<file path="src/rtl/dmac_burst_splitter.sv">
// Splits one DMA request into bursts bounded by MAX_BURST_LEN and the 2^W_BOUNDARY_A-byte boundary,
// then issues them one at a time on the external address channel under the ext_ready handshake.
module dmac_burst_splitter #(
  parameter int W_D           = 32,
  parameter int W_EXT_A       = 32,
  parameter int W_BOUNDARY_A  = 12,
  parameter int W_BLEN        = 9,
  parameter int MAX_BURST_LEN = 256,
  parameter int W_SIZE        = 32
) (
  input  logic               CLK,
  input  logic               RST,
  input  logic [W_EXT_A-1:0] req_addr,
  input  logic [W_SIZE-1:0]  req_size,
  input  logic               req_read,
  input  logic               req_write,
  input  logic               req_valid,
  output logic               req_ready,
  output logic [W_EXT_A-1:0] ext_addr,
  output logic               ext_read_enable,
  output logic               ext_write_enable,
  output logic [W_BLEN-1:0]  ext_word_size,
  input  logic               ext_ready,
  output logic               busy,
  output logic               done,
  output logic               err
);

  localparam int BPW  = W_D / 8;
  localparam int OFS  = $clog2(BPW);
  localparam int CW0  = (W_SIZE > W_BOUNDARY_A + 1) ? W_SIZE : W_BOUNDARY_A + 1;
  localparam int CW   = (CW0 > W_BLEN) ? CW0 : W_BLEN;
  localparam logic [W_BOUNDARY_A:0] BND_BYTES = (W_BOUNDARY_A + 1)'(1) << W_BOUNDARY_A;

  typedef enum logic [1:0] {S_IDLE, S_CALC, S_ISSUE} state_t;

  state_t               r_state, w_state_next;
  logic [W_EXT_A-1:0]   r_addr, w_addr_next;
  logic [W_EXT_A-1:0]   r_ext_addr, w_ext_addr_next;
  logic [W_SIZE-1:0]    r_remaining, w_remaining_next;
  logic [W_BLEN-1:0]    r_blen, w_blen_next;
  logic                 r_read, w_read_next;
  logic                 r_rd_en, w_rd_en_next;
  logic                 r_wr_en, w_wr_en_next;
  logic                 r_busy, w_busy_next;
  logic                 r_done, w_done_next;
  logic                 r_err, w_err_next;

  logic [W_BOUNDARY_A:0] w_to_bnd;
  logic                  w_use_rem;
  logic                  w_use_bnd;
  logic [W_BLEN-1:0]     w_chunk;
  logic [W_SIZE-1:0]     w_rem_after;

  // Extra top bit lets a boundary-aligned address yield the full boundary span in words.
  assign w_to_bnd  = (BND_BYTES - {1'b0, r_addr[W_BOUNDARY_A-1:0]}) >> OFS;
  assign w_use_rem = (CW'(r_remaining) <= CW'(w_to_bnd)) && (CW'(r_remaining) <= CW'(MAX_BURST_LEN));
  assign w_use_bnd = CW'(w_to_bnd) <= CW'(MAX_BURST_LEN);
  assign w_chunk   = w_use_rem ? W_BLEN'(r_remaining) :
                     w_use_bnd ? W_BLEN'(w_to_bnd)    : W_BLEN'(MAX_BURST_LEN);
  assign w_rem_after = r_remaining - W_SIZE'(r_blen);

  always_comb begin
    w_state_next     = r_state;
    w_addr_next      = r_addr;
    w_ext_addr_next  = r_ext_addr;
    w_remaining_next = r_remaining;
    w_blen_next      = r_blen;
    w_read_next      = r_read;
    w_rd_en_next     = r_rd_en;
    w_wr_en_next     = r_wr_en;
    w_busy_next      = r_busy;
    w_done_next      = 1'b0;
    w_err_next       = 1'b0;
    unique case (r_state)
      S_IDLE: begin
        if (req_valid) begin
          w_addr_next      = req_addr & ~W_EXT_A'(BPW - 1);
          w_remaining_next = req_size;
          w_read_next      = req_read;
          if (req_read == req_write) begin
            w_err_next = 1'b1;
          end else if (req_size == '0) begin
            w_done_next = 1'b1;
          end else begin
            w_busy_next  = 1'b1;
            w_state_next = S_CALC;
          end
        end
      end
      S_CALC: begin
        w_ext_addr_next = r_addr;
        w_blen_next     = w_chunk;
        w_rd_en_next    = r_read;
        w_wr_en_next    = ~r_read;
        w_state_next    = S_ISSUE;
      end
      S_ISSUE: begin
        // An enable is always up in this state, so ext_ready alone completes the handshake.
        if (ext_ready) begin
          w_addr_next      = r_addr + (W_EXT_A'(r_blen) << OFS);
          w_remaining_next = w_rem_after;
          w_rd_en_next     = 1'b0;
          w_wr_en_next     = 1'b0;
          if (w_rem_after == '0) begin
            w_done_next  = 1'b1;
            w_busy_next  = 1'b0;
            w_state_next = S_IDLE;
          end else begin
            w_state_next = S_CALC;
          end
        end
      end
      default: w_state_next = S_IDLE;
    endcase
  end

  always_ff @(posedge CLK) begin
    if (RST) begin
      r_state     <= S_IDLE;
      r_addr      <= '0;
      r_ext_addr  <= '0;
      r_remaining <= '0;
      r_blen      <= '0;
      r_read      <= 1'b0;
      r_rd_en     <= 1'b0;
      r_wr_en     <= 1'b0;
      r_busy      <= 1'b0;
      r_done      <= 1'b0;
      r_err       <= 1'b0;
    end else begin
      r_state     <= w_state_next;
      r_addr      <= w_addr_next;
      r_ext_addr  <= w_ext_addr_next;
      r_remaining <= w_remaining_next;
      r_blen      <= w_blen_next;
      r_read      <= w_read_next;
      r_rd_en     <= w_rd_en_next;
      r_wr_en     <= w_wr_en_next;
      r_busy      <= w_busy_next;
      r_done      <= w_done_next;
      r_err       <= w_err_next;
    end
  end

  assign req_ready        = (r_state == S_IDLE);
  assign ext_addr         = r_ext_addr;
  assign ext_word_size    = r_blen;
  assign ext_read_enable  = r_rd_en;
  assign ext_write_enable = r_wr_en;
  assign busy             = r_busy;
  assign done             = r_done;
  assign err              = r_err;

endmodule
</file>
<file path="config.mk">
export PLATFORM = sky130hd
export DESIGN_NAME = dmac_burst_splitter
export DESIGN_NICKNAME = d
export VERILOG_FILES = /design/src/rtl/dmac_burst_splitter.sv
export SDC_FILE = /design/constraint.sdc
export NUM_CORES = 1
export LEC_CHECK = 0
export ABC_CLOCK_PERIOD_IN_PS = 3200
export BUFFER_PORTS_ARGS = -buffer_cell sky130_fd_sc_hd__buf_2
export CORE_MARGIN = 4
export CORE_UTILIZATION = 45
export CTS_BUF_LIST = sky130_fd_sc_hd__clkbuf_8
export DETAILED_ROUTE_END_ITERATION = 10
export PLACE_DENSITY = 0.76
export SKIP_LAST_GASP = 1
export SYNTH_ARGS = -nofsm -noshare
export SYNTH_HDL_FRONTEND = slang
export SYNTH_SLANG_ARGS = --single-unit
</file>
<file path="constraint.sdc">
create_clock -name CLK -period 3.2 [get_ports CLK]
set_input_delay 0.32 -clock CLK [delete_from_list [all_inputs] [get_ports CLK]]
set_output_delay 0.32 -clock CLK [all_outputs]
set_load 0.02 [all_outputs]
</file>
==> impl_metrics.json, run 1 <==
{
  "path_class": "reg -> reg",
  "syn_inst": 927,
  "critPathBufInv": 0,
  "crit_path_start_kind": "flip-flop",
  "p_leak_nw": 3.415,
  "cts_tree": "done",
  "numCtsBuffers": 9,
  "drive_gt1_share_pct": 20.65,
  "hpwl_mm": 15.00,
  "via_per_inst": 5.998,
  "busiest_layer": "met2",
  "hold_violations": 0,
  "yosysUniqueCellTypes": 64,
  "worstPathMaxFanout": 4,
  "total_power_mw": 3.945,
  "period_minus_slack_ns": 3.158,
  "synth_commonest_cells": "145 x nand2_1, 109 x dfxtp_1, 93 x a21oi_1, 88 x nor2_1, 60 x clkbuf_1",
  "cts_root_buf": "clkbuf_8",
  "ant_nets": 0,
  "hp-class": "in -> reg",
  "fin_area_mm2": 0.008173,
  "grt_overflow": 0,
  "floorplan.initialDensity_pct": 46.63,
  "grt_pass1_vias": 6920,
  "areaGrowthSynthToFinish_pct": 18.79,
  "crit_top_cell": "a21o_1",
  "dpl-instance-area_mm2": 0.007831,
  "core_area_mm2": 0.01475,
  "die_h_um": 131.7,
  "multiInputGateArea_mm2": 0.004482,
  "num-fill-cells": 1441,
  "detail_route.wl_per_cell_um": 16.96,
  "cp_top_family": "compound AO/OA/AOI/OAI gates",
  "ys_warn_count": 0,
  "rr_startpoint": "r_addr[4]",
  "io_buffers": 112,
  "crit_start": "r_addr[4]",
  "first_iter_violations": 625,
  "ys_top_cells_by_area": "dfxtp_1 32%, nand2_1 7.9%, a21oi_1 6.8%, ha_1 5.6%, nor2_1 4.8%",
  "vias": 7347,
  "die-area_mm2": 0.01733,
  "clockBufferDepth": 2,
  "crit_chain": "nor3_4 -> nand2b_1 -> nor4_2 -> xor2_1 -> ha_1 -> a21o_1 -> a21o_1 -> a211oi_2 -> nand3b_1 -> a21boi_4 -> nor3_2 -> a221oi_1 -> a211oi_1",
  "final_nets": 1139,
  "status": "complete, no violations",
  "clk_pin_slew_ns": 0.11,
  "cp.required_ns": 3.45,
  "grt_use_total_pct": 23.24,
  "max_clock_freq_mhz": 316.7,
  "power.density_mw_per_mm2": 482.7,
  "async_flop_share_pct": 0,
  "num_antenna_cells": 0,
  "place_ws_ns": -0.2060,
  "arrival_ns": 3.41,
  "die_w_um": 131.7,
  "rows": 44,
  "post-synth-top-count-cell": "nand2_1",
  "grt_max_degree": 75,
  "slew_headroom_pct": 32.45,
  "register_area_mm2": 0.002186,
  "grt_pass1_wl_mm": 34.18,
  "peakVddDrop_mv": 0.2025,
  "critPathMaxStageDelay_ns": 0.35,
  "final_max_slew_viol_count": 0,
  "io_pins": 117,
  "worst_slack_ns": 0.04230,
  "grt_antenna_before_repair": 0,
  "end_kind": "flip-flop",
  "use_met3_pct": 3.670,
  "synth_flop_cell": "dfxtp_1",
  "drtPass1Iterations": 5,
  "drv_cap": 0,
  "fin_crit_sh_pct": 98.68,
  "synth_top_area_share_pct": 31.71,
  "routed_wl_mm": 20.77,
  "avgSynthCellArea_um2": 7.422,
  "globalplace.congestion": 0.9131,
  "hp-start": "req_read",
  "clock_latency_ns": 0.40,
  "cpMaxStageDelayCell": "dfxtp_2",
  "htreeDepth": 3,
  "yosys_register_bits": 109,
  "met1_usage_pct": 32.42,
  "tightest_slew_ns": 1.013,
  "rsz0062_at_grt": "yes",
  "met2_usage_pct": 37.22,
  "synth_top_area_cell": "dfxtp_1",
  "synth-seq-area-share_pct": 31.71,
  "drc_errors": 0,
  "clock_sinks": 109,
  "synth_edf_count": 0,
  "syn-cell-area_mm2": 0.006880,
  "setup_viol": 0,
  "clock_skew_ns": 0.01645
}
## worst register-to-register path: stages, from the launching register on
cell,delay [ns]
dfxtp_2,0.35
nor3_4,0.22
nand2b_1,0.15
nor4_2,0.18
xor2_1,0.26
ha_1,0.29
a21o_1,0.18
a21o_1,0.18
a211oi_2,0.24
nand3b_1,0.18
a21boi_4,0.28
nor3_2,0.12
a221oi_1,0.28
a211oi_1,0.08
## state kept, by name (all words and copies together) (netlist names)
name / count
r_addr: 30
ext_addr: 30
ext_read_enable: 1
ext_write_enable: 1
err: 1
busy: 1
ext_word_size: 9
r_remaining: 32
done: 1
r_read: 1
r_state: 2
## placed cells by master, fill, tap and decap left out, types with 17 or more instances in the layout
| cell type | count |
|---|---|
| inv_1 | 32 |
| nor4_1 | 17 |
| nor2_1 | 88 |
| nor3_1 | 24 |
| o21ai_0 | 46 |
| ha_1 | 31 |
| nand2_1 | 145 |
| a211oi_1 | 36 |
| buf_4 | 48 |
| dfxtp_1 | 106 |
| buf_2 | 111 |
| a21oi_1 | 90 |
## per-stage QoR
step	cells	hold slack [ns]	setup TNS [ns]	util, %
after CTS	1224	0.1535	-0.01606	54.52
final	1225	0.1646	0	55.39
after floorplan	928	0.4398	0	-
after detailed placement	1206	0.4445	-1.448	53.08
after global placement	1206	0.4400	-0.06807	53.08
after global routing	1225	0.1788	-0.9545	55.39
## where the power goes
group / leakage, nW / total (mW) / internal [mW] / switching (mW)
Clock: 0.0904 / 0.806 / 0.288 / 0.519
Combinational: 2.43 / 1.54 / 0.629 / 0.907
Sequential: 0.895 / 1.60 / 1.47 / 0.134
## area by class of cell
type | instances | area share, %
well taps | 184 | 2.817
clock buffers | 9 | 1.516
repair buffers | 163 | 12.08
inverters | 30 | 1.378
multi-input cells | 723 | 54.84
clock inverters | 7 | 0.6277
flip-flops and latches | 109 | 26.75
## what timing repair did
item / in CTS / in global routing
setup buffers: 2 / 1
gates resized for setup: 4 / 25
hold buffers: 0 / 0
setup endpoints to repair: 9 / 15
pin swaps: 3 / 6
## worst paths after layout
| kind | endpoint | depth (start not counted) | slack, ns |
|---|---|---|---|
| min | r_read | 3 | 0.16 |
| min reg2reg | ext_addr[29] | 2 | 0.46 |
| max | ext_word_size[6] | 13 | 0.04 |
| max reg2reg | ext_word_size[6] | 13 | 0.04 |
## per-layer routing
metal | up-vias | routed length [um]
met5 | - | 0
met3 | 25 | 1304
met4 | 0 | 337
met1 | 3464 | 9613
li1 | 3592 | -
met2 | 266 | 9516
## cells by family after synthesis
logic type	after synthesis	synth area share [%]
muxes	2	0.2910
and+or+nand+nor	366	24.80
buffers and inverters	96	5.565
xor gates and xnor gates	21	2.673
DFF	109	31.71
other	1	0.05450
adders and majority gates	33	6.219
AOI/OAI and AO/OA	299	28.68
Note: power is estimated with default switching activity, not from simulation.
==> run 2: changes to the inputs <==
--- a/config.mk
+++ b/config.mk
@@ -9,7 +9,7 @@
 export BUFFER_PORTS_ARGS = -buffer_cell sky130_fd_sc_hd__buf_2
 export CORE_MARGIN = 4
 export CORE_UTILIZATION = 45
-export CTS_BUF_LIST = sky130_fd_sc_hd__clkbuf_8
+export CTS_BUF_LIST = sky130_fd_sc_hd__clkbuf_16
 export DETAILED_ROUTE_END_ITERATION = 10
 export PLACE_DENSITY = 0.76
 export SKIP_LAST_GASP = 1
==> run 2 against run 1 <==
Net effect: wire length up 1.2%; utilization up 0.87 points; the run now ends with setup timing left; combinational power about the same; maximum frequency down 2.0%; largest cell class unchanged; highest routed layer unchanged; clock skew down 0.0055 ns.
==> impl_metrics.json, run 2 (synthesized netlist as in run 1, its figures left out) <==
{
  "arrival_ns": 3.42,
  "layout_commonest_cell": "nand2_1",
  "final_max_slew_viol_count": 0,
  "grt_pass1_wl_mm": 34.36,
  "grt_use_total_pct": 23.39,
  "clockBufferDepth": 2,
  "hpwl_mm": 15.00,
  "core_area_mm2": 0.01475,
  "floorplan.initialDensity_pct": 46.63,
  "setup_viol": 2,
  "cpMaxStageDelayCell": "dfxtp_2",
  "globalplace.congestion": 0.9131,
  "r2r_end": "ext_word_size[5]",
  "fin_crit_sh_pct": 100.7,
  "io_buffers": 112,
  "cts_root_buf": "clkbuf_16",
  "max_clock_freq_mhz": 310.2,
  "crit_path_start_kind": "flip-flop",
  "grt_pass1_vias": 6977,
  "hp-start": "req_read",
  "rows": 44,
  "hp-class": "in -> reg",
  "drive_gt1_share_pct": 20.94,
  "drc_errors": 0,
  "num_antenna_cells": 0,
  "status": "finished, violations left",
  "cp_top_family": "compound AO/OA/AOI/OAI gates",
  "areaGrowthSynthToFinish_pct": 20.66,
  "clk_pin_slew_ns": 0.08,
  "peakVddDrop_mv": 0.2776,
  "worstPathMaxFanout": 4,
  "regMostFlops": "r_remaining",
  "grt_overflow": 0,
  "largest_reg_flops": 32,
  "critPathMaxStageDelay_ns": 0.34,
  "crit_start": "r_addr[6]",
  "numCtsBuffers": 9,
  "via_per_inst": 6.075,
  "crit_chain": "nor3_4 -> nand2b_4 -> nor4_4 -> xor2_1 -> ha_1 -> a21o_1 -> a21o_1 -> a211oi_2 -> nand3b_1 -> a21boi_4 -> nor3_4 -> a221oi_2 -> a211oi_1",
  "clock_sinks": 109,
  "htreeDepth": 3,
  "dp_cells": 1206,
  "r2r_slack_ns": -0.02,
  "layout_common_cells": "145 x nand2_1, 111 x buf_2, 105 x dfxtp_1, 90 x a21oi_1, 88 x nor2_1",
  "tightest_slew_ns": 1.062,
  "critPathBufInv": 0,
  "dpl-instance-area_mm2": 0.007831,
  "hold_violations": 0,
  "fin_area_mm2": 0.008302,
  "violations": "setup timing",
  "cp.required_ns": 3.40,
  "grt_max_degree": 75,
  "worst_slack_ns": -0.02373,
  "first_iter_violations": 701,
  "cts_hold_buffers": 0,
  "total_power_mw": 4.232,
  "ant_nets": 0,
  "die_w_um": 131.7,
  "clock_latency_ns": 0.36,
  "drv_cap": 0,
  "slew_headroom_pct": 29.17,
  "die_h_um": 131.7,
  "hold_path_depth": 3,
  "place_ws_ns": -0.2060,
  "grt_antenna_before_repair": 0,
  "rr_startpoint": "r_addr[6]",
  "routed_wl_mm": 21.03,
  "reg2reg_depth": 13,
  "holdWs_ns": 0.2137,
  "drtPass1Iterations": 6,
  "period_minus_slack_ns": 3.224,
  "clock_skew_ns": 0.01092,
  "fin_cells": 1225,
  "fin_util_pct": 56.27,
  "cts_tree": "done",
  "vias": 7442,
  "power.density_mw_per_mm2": 509.8,
  "io_pins": 117,
  "p_leak_nw": 3.463,
  "fin_tns_setup_ns": -0.03197,
  "rsz0062_at_grt": "yes",
  "path_class": "reg -> reg",
  "end_kind": "flip-flop",
  "detail_route.wl_per_cell_um": 17.17,
  "min_to": "r_read",
  "final_nets": 1139,
  "die-area_mm2": 0.01733
}
[run 2: worst max-delay path by stage]
stage / endpoint / slack (ns) / cells past startpoint
floorplan: ext_word_size[3] / 0.11 / 13
global placement: ext_word_size[4] / -0.02 / 13
detailed placement: ext_word_size[1] / -0.21 / 13
CTS: ext_word_size[3] / 0.02 / 13
global route: ext_word_size[5] / -0.17 / 13
finish: ext_word_size[5] / -0.02 / 13
[run 2: worst reg2reg max path: cells and delay by family (launching register included)]
kind	cells	cell delay, ns
AND/OR/NAND/NOR	5	0.92
AO/OA/AOI/OAI	6	1.26
adder cells (fa/ha/maj)	1	0.29
XOR/XNOR	1	0.25
flip-flops	1	0.34
[run 2: timing repair]
action | in CTS | in global routing
setup buffers | 2 | 1
endpoints found under the setup margin | 9 | 14
pin swaps | 3 | 21
resized for setup | 6 | 28
cloned | 0 | 0
[run 2: power by group]
group | internal [mW] | leakage, nW | switching [mW] | total (mW)
registers | 1.47 | 0.896 | 0.136 | 1.60
clock network | 0.533 | 0.137 | 0.545 | 1.08
logic | 0.634 | 2.43 | 0.916 | 1.55
[run 2: area by class of cell]
cell class                      count  area (um^2)
Inverter                           30        112.6
Clock inverter                      7        51.30
Clock buffer                        9        225.2
Sequential cell                   109         2187
Fill cell                        1413         6452
Tap cell                          184        230.2
Multi-Input combinational cell    723         4508
Timing Repair Buffer              163        987.2
[run 2: metal layers]
metal / track usage (%) / vias up / wire length (um)
met2: 37.65 / 304 / 9770
met4: 7.176 / 0 / 357
met1: 32.20 / 3507 / 9505
met5: 0 / - / 0
li1: - / 3601 / -
met3: 3.937 / 30 / 1398
==> run 3: changes to the inputs <==
--- a/config.mk
+++ b/config.mk
@@ -8,10 +8,10 @@
 export ABC_CLOCK_PERIOD_IN_PS = 3200
 export BUFFER_PORTS_ARGS = -buffer_cell sky130_fd_sc_hd__buf_2
 export CORE_MARGIN = 4
-export CORE_UTILIZATION = 45
+export CORE_UTILIZATION = 35
 export CTS_BUF_LIST = sky130_fd_sc_hd__clkbuf_16
 export DETAILED_ROUTE_END_ITERATION = 10
-export PLACE_DENSITY = 0.76
+export PLACE_DENSITY = 0.63
 export SKIP_LAST_GASP = 1
 export SYNTH_ARGS = -nofsm -noshare
 export SYNTH_HDL_FRONTEND = slang
==> run 3 against run 2 <==
Net effect: the run now ends clean; critical endpoint unchanged; cell area grew 0.90%; clock skew grew 0.0021 ns; clock-buffer cell count is the same; critical path type unchanged; via count shrank 2.5%; critical path depth is the same.
==> impl_metrics.json, run 3 (synthesized netlist as in run 1, its figures left out) <==
{
  "grt_pass1_vias": 6632,
  "first_iter_violations": 686,
  "peakVddDrop_mv": 0.3047,
  "dp_cells": 1287,
  "fin_cells": 1306,
  "drc_errors": 0,
  "clockBufferDepth": 2,
  "worst_slack_ns": 0.004980,
  "fin_tns_setup_ns": 0,
  "cpMaxStageDelayCell": "dfxtp_2",
  "min_to": "r_read",
  "num-fill-cells": 2039,
  "clock_sinks": 109,
  "slew_headroom_pct": 29.30,
  "via_per_inst": 5.557,
  "multiInputGateArea_mm2": 0.004494,
  "end_kind": "flip-flop",
  "period_minus_slack_ns": 3.195,
  "tightest_slew_ns": 1.061,
  "regMostFlops": "r_remaining",
  "hp-start": "req_read",
  "drtPass1Iterations": 5,
  "cp.required_ns": 3.40,
  "hp-class": "in -> reg",
  "cts_hold_buffers": 0,
  "globalplace.congestion": 0.9322,
  "routed_wl_mm": 21.64,
  "htreeDepth": 3,
  "num_antenna_cells": 0,
  "io_pins": 117,
  "areaGrowthSynthToFinish_pct": 21.75,
  "max_clock_freq_mhz": 313.0,
  "grt_max_degree": 92,
  "p_leak_nw": 3.460,
  "arrival_ns": 3.40,
  "fin_crit_sh_pct": 99.84,
  "status": "complete, no violations",
  "path_class": "reg -> reg",
  "final_max_slew_viol_count": 0,
  "cts_tree": "done",
  "reg2reg_depth": 13,
  "r2r_slack_ns": 0.005,
  "critPathMaxStageDelay_ns": 0.34,
  "rows": 51,
  "r2r_end": "ext_word_size[5]",
  "io_buffers": 112,
  "rr_startpoint": "r_addr[5]",
  "hold_violations": 0,
  "floorplan.initialDensity_pct": 35.47,
  "final_nets": 1139,
  "die_h_um": 148.2,
  "core_area_mm2": 0.01940,
  "setup_viol": 0,
  "clock_latency_ns": 0.37,
  "grt_antenna_before_repair": 0,
  "numCtsBuffers": 9,
  "crit_path_start_kind": "flip-flop",
  "largest_reg_flops": 32,
  "place_ws_ns": -0.2107,
  "crit_chain": "nor3_4 -> buf_6 -> nand2b_4 -> nor4b_2 -> xor2_1 -> ha_1 -> a21o_1 -> a211oi_2 -> nand3b_1 -> a21boi_4 -> nor3_2 -> a221oi_1 -> a211oi_1",
  "hpwl_mm": 15.79,
  "fin_util_pct": 43.18,
  "layout_common_cells": "145 x nand2_1, 111 x buf_2, 107 x dfxtp_1, 91 x a21oi_1, 88 x nor2_1",
  "drv_cap": 0,
  "detail_route.wl_per_cell_um": 16.57,
  "cts_root_buf": "clkbuf_16",
  "grt_overflow": 0,
  "power.density_mw_per_mm2": 507.2,
  "drive_gt1_share_pct": 20.65,
  "die_w_um": 148.2,
  "ant_nets": 0,
  "vias": 7257,
  "register_area_mm2": 0.002185,
  "hold_path_depth": 3,
  "clk_pin_slew_ns": 0.08,
  "rsz0062_at_grt": "yes",
  "die-area_mm2": 0.02196,
  "worstPathMaxFanout": 4,
  "clock_skew_ns": 0.01306,
  "grt_pass1_wl_mm": 34.80,
  "grt_use_total_pct": 19.38,
  "layout_commonest_cell": "nand2_1"
}
==> run 3: power by group <==
part           internal [mW]  total [mW]  switching, mW
registers               1.47        1.60          0.131
logic                  0.626        1.54          0.916
clock network          0.541        1.11          0.567
==> run 3: area by class of cell <==
class | count | share of cell area [%]
clock buffer | 9 | 2.689
clock inverter | 7 | 0.7468
inverter | 30 | 1.344
multi-input combinational | 723 | 53.65
sequential | 109 | 26.08
tap | 265 | 3.958
timing repair buffer | 163 | 11.53
==> run 3: worst max path at each step <==
stage	from	cells past startpoint	to	slack (ns)
global route	r_addr[3]	12	ext_word_size[3]	-0.17
global placement	r_addr[4]	14	ext_word_size[4]	-0.13
finish	r_addr[5]	13	ext_word_size[5]	0.005
floorplan	r_addr[4]	13	ext_word_size[3]	0.11
CTS	r_addr[4]	14	ext_word_size[4]	-0.002
detailed placement	r_addr[4]	14	ext_word_size[4]	-0.21
==> run 3: repair_timing <==
item | in CTS | in global routing
setup endpoints to repair | 9 | 12
pin swaps | 6 | 12
gates resized for setup | 8 | 22
buffers inserted | 3 | 0
==> run 3: through the flow <==
stage               total power [mW]  area [um^2]  hold WS [ns]
floorplan                      2.574         6884        0.4398
global placement               3.052         7908        0.4391
detailed placement             3.067         7908        0.4451
CTS                            4.219         8264        0.1992
global route                   4.512         8377        0.2122
finish                         4.249         8377        0.2099
==> run 3: routing by layer <==
metal	GRT usage [%]	wire length (um)	part of all wire [%]
met1	27.22	10210	47
met2	30.69	9820	45
met3	3.169	1231	5.7
met4	5.820	371	1.7
met5	0	0	0
==> run 3: critical path: cells and delay by family, from the launching register on <==
family	cells	cell delay, ns
buf+inv	1	0.13
flops	1	0.34
simple gates	5	0.90
xor+xnor	1	0.29
compound gates	5	1.06
fa+ha+maj	1	0.31
